===== src/rtl/secondary_road_sensor_conditioner_pkg.sv =====
// Shared constants for the secondary-road detector conditioner.
// Holds the request FSM encodings, default timing and the request-output decode.
package secondary_road_sensor_conditioner_pkg;

    typedef logic [1:0] ssm_state_t;

    localparam ssm_state_t SENSOR_SSM_IDLE      = 2'h0;
    localparam ssm_state_t SENSOR_SSM_REQUESTED = 2'h1;
    localparam ssm_state_t SENSOR_SSM_SERVING   = 2'h2;

    localparam int DEFAULT_DEBOUNCE_CYCLES = 10000;
    localparam int DEFAULT_STUCK_CYCLES    = 600000000;

    // A waiting vehicle keeps the request up while being served, extending the green.
    function automatic logic request_from_state(input ssm_state_t state, input logic stable);
        return (state == SENSOR_SSM_REQUESTED) || ((state == SENSOR_SSM_SERVING) && stable);
    endfunction

endpackage


===== src/rtl/secondary_road_sensor_conditioner_if.sv =====
// Detector/controller signal bundle. master drives the raw detector and green
// feedback; slave is the conditioner that returns the cleaned request and fault.
interface secondary_road_sensor_conditioner_if;
    logic sensorRaw;
    logic secondaryGreen;
    logic sensorStable;
    logic secondaryRoadSensor;
    logic sensorFault;

    modport master (
        output sensorRaw,
        output secondaryGreen,
        input  sensorStable,
        input  secondaryRoadSensor,
        input  sensorFault
    );

    modport slave (
        input  sensorRaw,
        input  secondaryGreen,
        output sensorStable,
        output secondaryRoadSensor,
        output sensorFault
    );
endinterface


===== src/rtl/secondary_road_sensor_conditioner_debouncer.sv =====
// Two-flop synchroniser followed by a debounce counter: the synchronised level
// must differ from the stable value for DEBOUNCE_CYCLES consecutive edges.
module sensor_debouncer
    import secondary_road_sensor_conditioner_pkg::*;
#(
    parameter int DEBOUNCE_CYCLES = DEFAULT_DEBOUNCE_CYCLES
) (
    input  logic clk,
    input  logic reset,
    input  logic in,
    output logic out
);

    localparam int                CNT_W    = $clog2(DEBOUNCE_CYCLES + 1);
    localparam logic [CNT_W-1:0]  CNT_LAST = CNT_W'(DEBOUNCE_CYCLES - 1);

    logic             s1_q;
    logic             s2_q;
    logic             out_q;
    logic             out_d;
    logic [CNT_W-1:0] db_cnt_q;
    logic [CNT_W-1:0] db_cnt_d;

    // Any edge where the synchronised level agrees with the stable value restarts the count.
    always_comb begin
        out_d    = out_q;
        db_cnt_d = '0;
        if (s2_q != out_q) begin
            if (db_cnt_q == CNT_LAST) begin
                out_d = s2_q;
            end else begin
                db_cnt_d = db_cnt_q + 1'b1;
            end
        end
    end

    always_ff @(posedge clk) begin
        if (reset) begin
            s1_q     <= 1'b0;
            s2_q     <= 1'b0;
            out_q    <= 1'b0;
            db_cnt_q <= '0;
        end else begin
            s1_q     <= in;
            s2_q     <= s1_q;
            out_q    <= out_d;
            db_cnt_q <= db_cnt_d;
        end
    end

    assign out = out_q;

endmodule


===== src/rtl/secondary_road_sensor_conditioner.sv =====
// Turns the raw secondary-road detector into a latched vehicle request for the
// traffic light controller, plus a sticky fault for a detector stuck occupied.
module secondary_road_sensor_conditioner
    import secondary_road_sensor_conditioner_pkg::*;
#(
    parameter int DEBOUNCE_CYCLES = DEFAULT_DEBOUNCE_CYCLES,
    parameter int STUCK_CYCLES    = DEFAULT_STUCK_CYCLES
) (
    input logic                                clk,
    input logic                                reset,
    secondary_road_sensor_conditioner_if.slave bus
);

    localparam int               ST_W    = $clog2(STUCK_CYCLES + 1);
    localparam logic [ST_W-1:0]  ST_LAST = ST_W'(STUCK_CYCLES - 1);

    logic            stable;
    ssm_state_t      state_q;
    ssm_state_t      state_d;
    logic [ST_W-1:0] stuck_cnt_q;
    logic [ST_W-1:0] stuck_cnt_d;
    logic            fault_q;
    logic            fault_d;
    logic            req_q;
    logic            req_d;

    sensor_debouncer #(
        .DEBOUNCE_CYCLES(DEBOUNCE_CYCLES)
    ) u_debouncer (
        .clk  (clk),
        .reset(reset),
        .in   (bus.sensorRaw),
        .out  (stable)
    );

    // The stuck counter saturates one short of the limit once the fault is declared.
    always_comb begin
        stuck_cnt_d = stuck_cnt_q;
        fault_d     = fault_q;
        if (!stable) begin
            stuck_cnt_d = '0;
        end else if (stuck_cnt_q == ST_LAST) begin
            fault_d = 1'b1;
        end else begin
            stuck_cnt_d = stuck_cnt_q + 1'b1;
        end
    end

    // Level-sensitive entry from IDLE; a request is held until served even if the vehicle leaves.
    always_comb begin
        state_d = state_q;
        case (state_q)
            SENSOR_SSM_IDLE: begin
                if (stable) begin
                    state_d = bus.secondaryGreen ? SENSOR_SSM_SERVING : SENSOR_SSM_REQUESTED;
                end
            end
            SENSOR_SSM_REQUESTED: begin
                if (bus.secondaryGreen) begin
                    state_d = SENSOR_SSM_SERVING;
                end
            end
            SENSOR_SSM_SERVING: begin
                if (!bus.secondaryGreen) begin
                    state_d = stable ? SENSOR_SSM_REQUESTED : SENSOR_SSM_IDLE;
                end
            end
            default: state_d = SENSOR_SSM_IDLE;
        endcase
        if (fault_d) begin
            state_d = SENSOR_SSM_IDLE;
        end
        req_d = fault_d ? 1'b0 : request_from_state(state_d, stable);
    end

    always_ff @(posedge clk) begin
        if (reset) begin
            state_q     <= SENSOR_SSM_IDLE;
            stuck_cnt_q <= '0;
            fault_q     <= 1'b0;
            req_q       <= 1'b0;
        end else begin
            state_q     <= state_d;
            stuck_cnt_q <= stuck_cnt_d;
            fault_q     <= fault_d;
            req_q       <= req_d;
        end
    end

    assign bus.sensorStable        = stable;
    assign bus.secondaryRoadSensor = req_q;
    assign bus.sensorFault         = fault_q;

endmodule


===== src/flat_wrapper.sv =====
// flat-port wrapper written by rule: the top's interface ports become plain ports
module secondary_road_sensor_conditioner_flat import secondary_road_sensor_conditioner_pkg::*;
#(
    parameter int DEBOUNCE_CYCLES = DEFAULT_DEBOUNCE_CYCLES,
    parameter int STUCK_CYCLES    = DEFAULT_STUCK_CYCLES
)
  (clk, reset, bus_sensorRaw, bus_secondaryGreen, bus_sensorStable, bus_secondaryRoadSensor, bus_sensorFault);
  secondary_road_sensor_conditioner_if bus_i ();
  input logic clk;
  input logic reset;
  input wire logic [$bits(bus_i.sensorRaw)-1:0] bus_sensorRaw;
  input wire logic [$bits(bus_i.secondaryGreen)-1:0] bus_secondaryGreen;
  output wire logic [$bits(bus_i.sensorStable)-1:0] bus_sensorStable;
  output wire logic [$bits(bus_i.secondaryRoadSensor)-1:0] bus_secondaryRoadSensor;
  output wire logic [$bits(bus_i.sensorFault)-1:0] bus_sensorFault;
  assign bus_i.sensorRaw = bus_sensorRaw;
  assign bus_i.secondaryGreen = bus_secondaryGreen;
  assign bus_sensorStable = bus_i.sensorStable;
  assign bus_secondaryRoadSensor = bus_i.secondaryRoadSensor;
  assign bus_sensorFault = bus_i.sensorFault;
  secondary_road_sensor_conditioner #(.DEBOUNCE_CYCLES(DEBOUNCE_CYCLES), .STUCK_CYCLES(STUCK_CYCLES)) u_core (.clk(clk), .reset(reset), .bus(bus_i));
endmodule

===== config.mk =====
export PLATFORM = sky130hd
export DESIGN_NAME = secondary_road_sensor_conditioner_flat
export DESIGN_NICKNAME = d
export VERILOG_FILES = /design/src/rtl/secondary_road_sensor_conditioner_pkg.sv /design/src/rtl/secondary_road_sensor_conditioner_if.sv /design/src/rtl/secondary_road_sensor_conditioner_debouncer.sv /design/src/rtl/secondary_road_sensor_conditioner.sv /design/src/flat_wrapper.sv
export SDC_FILE = /design/constraint.sdc
export NUM_CORES = 1
export LEC_CHECK = 0
export BUFFER_PORTS_ARGS = -buffer_cell sky130_fd_sc_hd__buf_2
export CORE_ASPECT_RATIO = 0.75
export CORE_MARGIN = 3
export CORE_UTILIZATION = 55
export DETAILED_ROUTE_END_ITERATION = 16
export MAX_ROUTING_LAYER = met4
export PLACE_DENSITY = 0.76
export SKIP_CTS_REPAIR_TIMING = 1
export SKIP_LAST_GASP = 1
export SYNTH_ARGS = -nofsm -noshare
export SYNTH_HDL_FRONTEND = slang
export SYNTH_SLANG_ARGS = --single-unit

===== constraint.sdc =====
create_clock -name clk -period 2.4 [get_ports clk]
set_clock_uncertainty 0.2 [all_clocks]
set_input_delay 0.36 -clock clk [delete_from_list [all_inputs] [get_ports clk]]
set_output_delay 0.36 -clock clk [all_outputs]
set_load 0.1 [all_outputs]

# Yosys cells after proc, flatten, opt, wreduce, memory -nomap -nowiden
# Cells that the tools add are included.
[classes]
addsub = 2
eq_ne = 7
mux = 9
bitwise_logic = 2
n_reduce_logical = 7
[ops]
columns = ["cell", "count"]
rows = [
  ["30-bit by 1-bit adder with 30-bit output (second input constant)", 1],
  ["30-bit == test (second input constant)", 1],
  ["14-bit by 1-bit adder with 14-bit output (second input constant)", 1],
  ["14-bit == test (second input constant)", 1],
  ["2-bit two-way mux", 5],
  ["2-bit one-hot mux with 3 select lines", 1],
  ["2-bit by 1-bit == test with 1-bit output (second input constant)", 2],
  ["2-bit == test (second input constant)", 2],
  ["2-bit OR reduction", 2],
  ["1-bit two-way mux", 3],
  ["3-bit OR reduction", 1],
  ["2-bit zero test", 1],
  ["1-bit inverter", 2],
  ["2-bit AND reduction", 1],
  ["1-bit logical AND", 1],
  ["1-bit logical OR", 1],
  ["1-bit != test", 1],
]
[totals]
reg_bits = 51
wordCells = 35

# Longest topological paths before layout
[logic_depth]
word_depth = 7
depth_mapped = 7
mapped_depth_nobuf = 6

# Cells and area by module
# A second synthesis with hierarchy kept.
[hier_totals]
cells_unflattened = 265
area_unflattened_um2 = 2392.3
[modules_own_cells]
columns = ["module", "instances", "cells_per_inst", "area_each_um2"]
rows = [
  ["secondary_road_sensor_conditioner", 1, 188, 1665.3],
  ["sensor_debouncer", 1, 77, 726.9],
]

# Least setup slack after synthesis
# Ideal clock, no wire load.
[synth_path]
kind = "register -> register"
from = "reg u_core.u_debouncer.out_q (netlist: u_core.u_debouncer.out)"
to = "reg u_core.stuck_cnt_q[11]"
arrival_ns = 2.022
path_slack_ns = 0.119
stages_incl_launch_ff = 6
path_buffers = 2
synth_period_minus_slack_ns = 2.281
path_cell_list = "dfxtp_1 > clkbuf_1 > nand2b_1 > clkbuf_1 > or4_1 > nand2_1"
[synth_via]
elab_chain_cells = 2
[synth_rtl]
columns = ["item", "line_no", "source"]
rows = [
  ["start: declaration", "secondary_road_sensor_conditioner_debouncer.sv:19", "logic out_q;"],
  ["start signal: assignment", "secondary_road_sensor_conditioner_debouncer.sv:46", "out_q <= out_d;"],
  ["1-bit inverter (no source line)", "-", ""],
  ["2-bit OR reduction (no source line)", "-", ""],
  ["end signal: assignment", "secondary_road_sensor_conditioner.sv:84", "stuck_cnt_q <= stuck_cnt_d;"],
  ["end: declaration", "secondary_road_sensor_conditioner.sv:20", "logic [ST_W-1:0] stuck_cnt_q;"],
]
# No other way between the ends.
# A chain may end at the register's enable or synchronous reset.

# Worst setup path in the final report
[layout_path]
from = "reg u_core.stuck_cnt_q[11]"
to = "reg u_core.stuck_cnt_q[13]"
[layout_via]
elab_chain_cells = 1
[layout_rtl]
columns = ["item", "line_no"]
rows = [
  ["30-bit by 1-bit adder with 30-bit output or 30-bit == test (tied branches)", "secondary_road_sensor_conditioner.sv:45, secondary_road_sensor_conditioner.sv:42"],
]
# Several ways; a longest one is shown, not always the timed one.

==> load_flow_metrics.sql <==
INSERT INTO impl_metrics (metric_group, metric, value, unit) VALUES
('critical_path', 'r2r-start', 'u_core.stuck_cnt_q[11]', ''),
('worst_hold_path', 'hold_path_class', 'in2reg', ''),
('yosys', 'ys_seq_area_share', '44.0', '%'),
('sta', 'tightestPinTransition', '564', 'ps'),
('routing', 'ant_nets', '0', ''),
('global_route', 'globalRouteTotalUtil', '19.9', '%'),
('final_layout', 'most_common_cell_after_layout_fill_and_taps_aside', 'sky130_fd_sc_hd__dfxtp_1', ''),
('outcome', 'run_status', 'complete, no violations', ''),
('critical_path', 'cp-start-kind', 'flop', ''),
('floorplanning', 'core', '3850', 'um2'),
('yosys', 'synth_flop_type', 'sky130_fd_sc_hd__dfxtp_1', ''),
('power_and_ir_drop', 'share_clk_of_total_power', '41.6', '%'),
('floorplanning', 'fp.dieH', '62.3', 'um'),
('critical_path', 'worstSetupPathType', 'reg2reg', ''),
('floorplanning', 'floorplan.io_pins', '7', ''),
('power_and_ir_drop', 'ir_drop', '437', 'uV'),
('sta', 'maxSlewViolCount', '0', ''),
('critical_path', 'r2r_slack', '150', 'ps'),
('sta', 'setup_tns', '0', 'ps'),
('yosys', 'synthesis.yosys.warnings', '0', ''),
('sta', 'final_period_minus_worst_setup_slack', '2250', 'ps'),
('global_route', 'first_global_vias', '1790', ''),
('global_route', 'grt_start_max_net_pins', '16', ''),
('final_layout', 'post_route_cells_drive_above_1_share', '11.2', '%'),
('floorplanning', 'die_w', '81.0', 'um'),
('global_route', 'grt_antenna_before_repair', '0', ''),
('critical_path', 'data_required_time_of_the_critical_path', '2400', 'ps'),
('placed_design', 'placed_cells', '320', ''),
('power_and_ir_drop', 'internal-power', '1.19', 'mW'),
('final_layout', 'sequential_cell_area', '1020', 'um2'),
('sta', 'timing.final.hold_violations', '0', ''),
('sta', 'min_period_over_period', '93.7', '%'),
('critical_path', 'crit_fanout', '8', ''),
('cts', 'clock_tree_from_tritoncts', 'built', ''),
('yosys', 'synth_seq_cells', '51', ''),
('sta', 'grt_setup_unrepaired', 'false', ''),
('yosys', 'postSynth.asyncResetShare', '0', '%'),
('routing', 'first_pass_iters', '4', ''),
('flow_run', 'max_cap_viol_count', '0', ''),
('yosys', 'synthDominantCellAreaShare', '44.0', '%'),
('routing', 'dr_vias_cell', '5.78', ''),
('final_layout', 'layout_common_cells', '51 x sky130_fd_sc_hd__dfxtp_1, 41 x sky130_fd_sc_hd__nor2_1, 20 x sky130_fd_sc_hd__nand2_1, 18 x sky130_fd_sc_hd__xnor2_1, 14 x sky130_fd_sc_hd__nand3_1', ''),
('routing', 'vias_after_detailed_routing', '1896', ''),
('final_layout', 'instances_no_fill', '328', ''),
('sta', 'max_freq', '445', 'MHz'),
('power_and_ir_drop', 'total_power', '1.47', 'mW'),
('final_layout', 'num-nets-final', '281', ''),
('worst_hold_path', 'min_path_cells', '2', ''),
('power_and_ir_drop', 'power.switching_fraction', '19.1', '%'),
('power_and_ir_drop', 'power.share.sequential', '57.7', '%'),
('global_route', 'grt_first_pass_wirelength', '7.91', 'mm'),
('yosys', 'synth.lib_cells_used.distinct', '41', ''),
('power_and_ir_drop', 'comb_power_share', '0.7', '%'),
('routing', 'wl_per_cell', '13.6', 'um'),
('power_and_ir_drop', 'power.density_cell_area', '578', 'nW/um2'),
('routing', 'route.final.wire_length', '4.46', 'mm'),
('final_layout', 'syn_to_final_growth', '9.60', '%'),
('cts', 'clock_sinks', '51', ''),
('floorplanning', 'total_die_area', '5040', 'um2'),
('final_layout', 'area_of_combinational_cells_with_multiple_inputs', '1250', 'um2'),
('critical_path', 'nature_of_the_critical_path_endpoint', 'flop', ''),
('worst_hold_path', 'min_from', 'bus_secondaryGreen', ''),
('yosys', 'syn_nets', '271', ''),
('routing', 'route.detailed.drc', '0', ''),
('yosys', 'syn_area', '2320', 'um2'),
('global_route', 'grt.overflow.total', '0', ''),
('power_and_ir_drop', 'total_leakage_power', '0.850', 'nW'),
('cts', 'cts_root_buffer', 'sky130_fd_sc_hd__clkbuf_8', ''),
('power_and_ir_drop', 'switchingPower', '281', 'uW'),
('cts', 'clk_latency', '300', 'ps'),
('cts', 'clock_buffer_count_from_cts', '5', '');
## power by group through the flow
| stage | clock network, mW | logic (mW) | registers, mW |
|---|---|---|---|
| after floorplan | 0 | 0.00707 | 0.868 |
| after global placement | 0 | 0.0103 | 0.868 |
| after detailed placement | 0 | 0.0105 | 0.868 |
| after CTS | 0.628 | 0.0105 | 0.848 |
| after global routing | 0.669 | 0.0120 | 0.849 |
| final | 0.612 | 0.0104 | 0.848 |
## through the flow
step	setup WS (ps)	instance area [um2]	hold slack [ps]	utilization [%]
floorplan	119	2320	213	-
global route	6.18	2540	45.7	66.0
CTS	159	2540	35.1	66.0
finish	151	2540	46.1	66.0
global placement	220	2430	216	63.0
detailed placement	189	2430	228	63.0
## registers in the layout, indices dropped and copies added (netlist names)
register / cells
u_core.u_debouncer.db_cnt_q: 14
u_core.stuck_cnt_q: 30
u_core.bus.sensorFault: 1
u_core.u_debouncer.out: 1
u_core.u_debouncer.s1_q: 1
u_core.state_q: 2
u_core.u_debouncer.s2_q: 1
u_core.bus.secondaryRoadSensor: 1
## synthesized netlist by cell type (2+ instances only)
cell / count
sky130_fd_sc_hd__and4_1: 7
sky130_fd_sc_hd__inv_1: 3
sky130_fd_sc_hd__or4_1: 3
sky130_fd_sc_hd__o31ai_1: 2
sky130_fd_sc_hd__dfxtp_1: 51
sky130_fd_sc_hd__a21oi_1: 8
sky130_fd_sc_hd__and3_1: 8
sky130_fd_sc_hd__nand3_1: 14
sky130_fd_sc_hd__o211ai_1: 2
sky130_fd_sc_hd__nor2b_1: 2
sky130_fd_sc_hd__nor3_2: 2
sky130_fd_sc_hd__o21a_1: 6
sky130_fd_sc_hd__nand4b_1: 2
sky130_fd_sc_hd__or2_2: 2
sky130_fd_sc_hd__nor3_1: 11
sky130_fd_sc_hd__o21ai_0: 5
sky130_fd_sc_hd__xnor2_1: 18
sky130_fd_sc_hd__a31oi_1: 3
sky130_fd_sc_hd__nand2_1: 20
sky130_fd_sc_hd__nor2_1: 41
sky130_fd_sc_hd__nand4_1: 7
sky130_fd_sc_hd__nor4_1: 8
sky130_fd_sc_hd__mux2i_1: 3
sky130_fd_sc_hd__ha_1: 2
sky130_fd_sc_hd__xor2_1: 8
sky130_fd_sc_hd__or3_1: 5
sky130_fd_sc_hd__clkbuf_1: 8
## worst max-delay path by stage
stage	start	slack (ps)	end
floorplan	u_core.u_debouncer.out	120	u_core.stuck_cnt_q[11]
detailed placement	u_core.stuck_cnt_q[11]	190	u_core.stuck_cnt_q[13]
global placement	u_core.stuck_cnt_q[11]	220	u_core.stuck_cnt_q[13]
global route	u_core.stuck_cnt_q[2]	6	u_core.stuck_cnt_q[23]
CTS	u_core.stuck_cnt_q[11]	160	u_core.stuck_cnt_q[13]
finish	u_core.stuck_cnt_q[11]	150	u_core.stuck_cnt_q[13]
## cell type report
class,count,area share [%]
clock buffer,6,3.25
clock inverter,2,1.38
inverter,3,0.443
multi-input combinational,201,49.0
sequential,51,40.1
tap,52,2.56
timing repair buffer,13,3.25
## critical path: stages, from the launching register on
cell and delay [ps]:
sky130_fd_sc_hd__dfxtp_1 370, sky130_fd_sc_hd__or4_4 570, sky130_fd_sc_hd__nor4_4 360, sky130_fd_sc_hd__and4_1 420, sky130_fd_sc_hd__or3_1 160, sky130_fd_sc_hd__a21oi_1 60
## cells by family after synthesis
group	after synthesis	synth area share, %
muxes	3	1.29
adders and majority gates	2	1.08
AOI/OAI and AO/OA	31	8.73
DFF	51	44.0
buffers and inverters	13	2.32
xor gates and xnor gates	26	9.81
and+or+nand+nor	139	32.8
## layer usage
layer / global-route usage (%) / part of all wire [%]
met1: 27.7 / 54
met3: 4.62 / 3.5
met4: 6.54 / 1.4
met2: 28.3 / 41
met5: - / 0
Power figures use the tool's default switching activity.
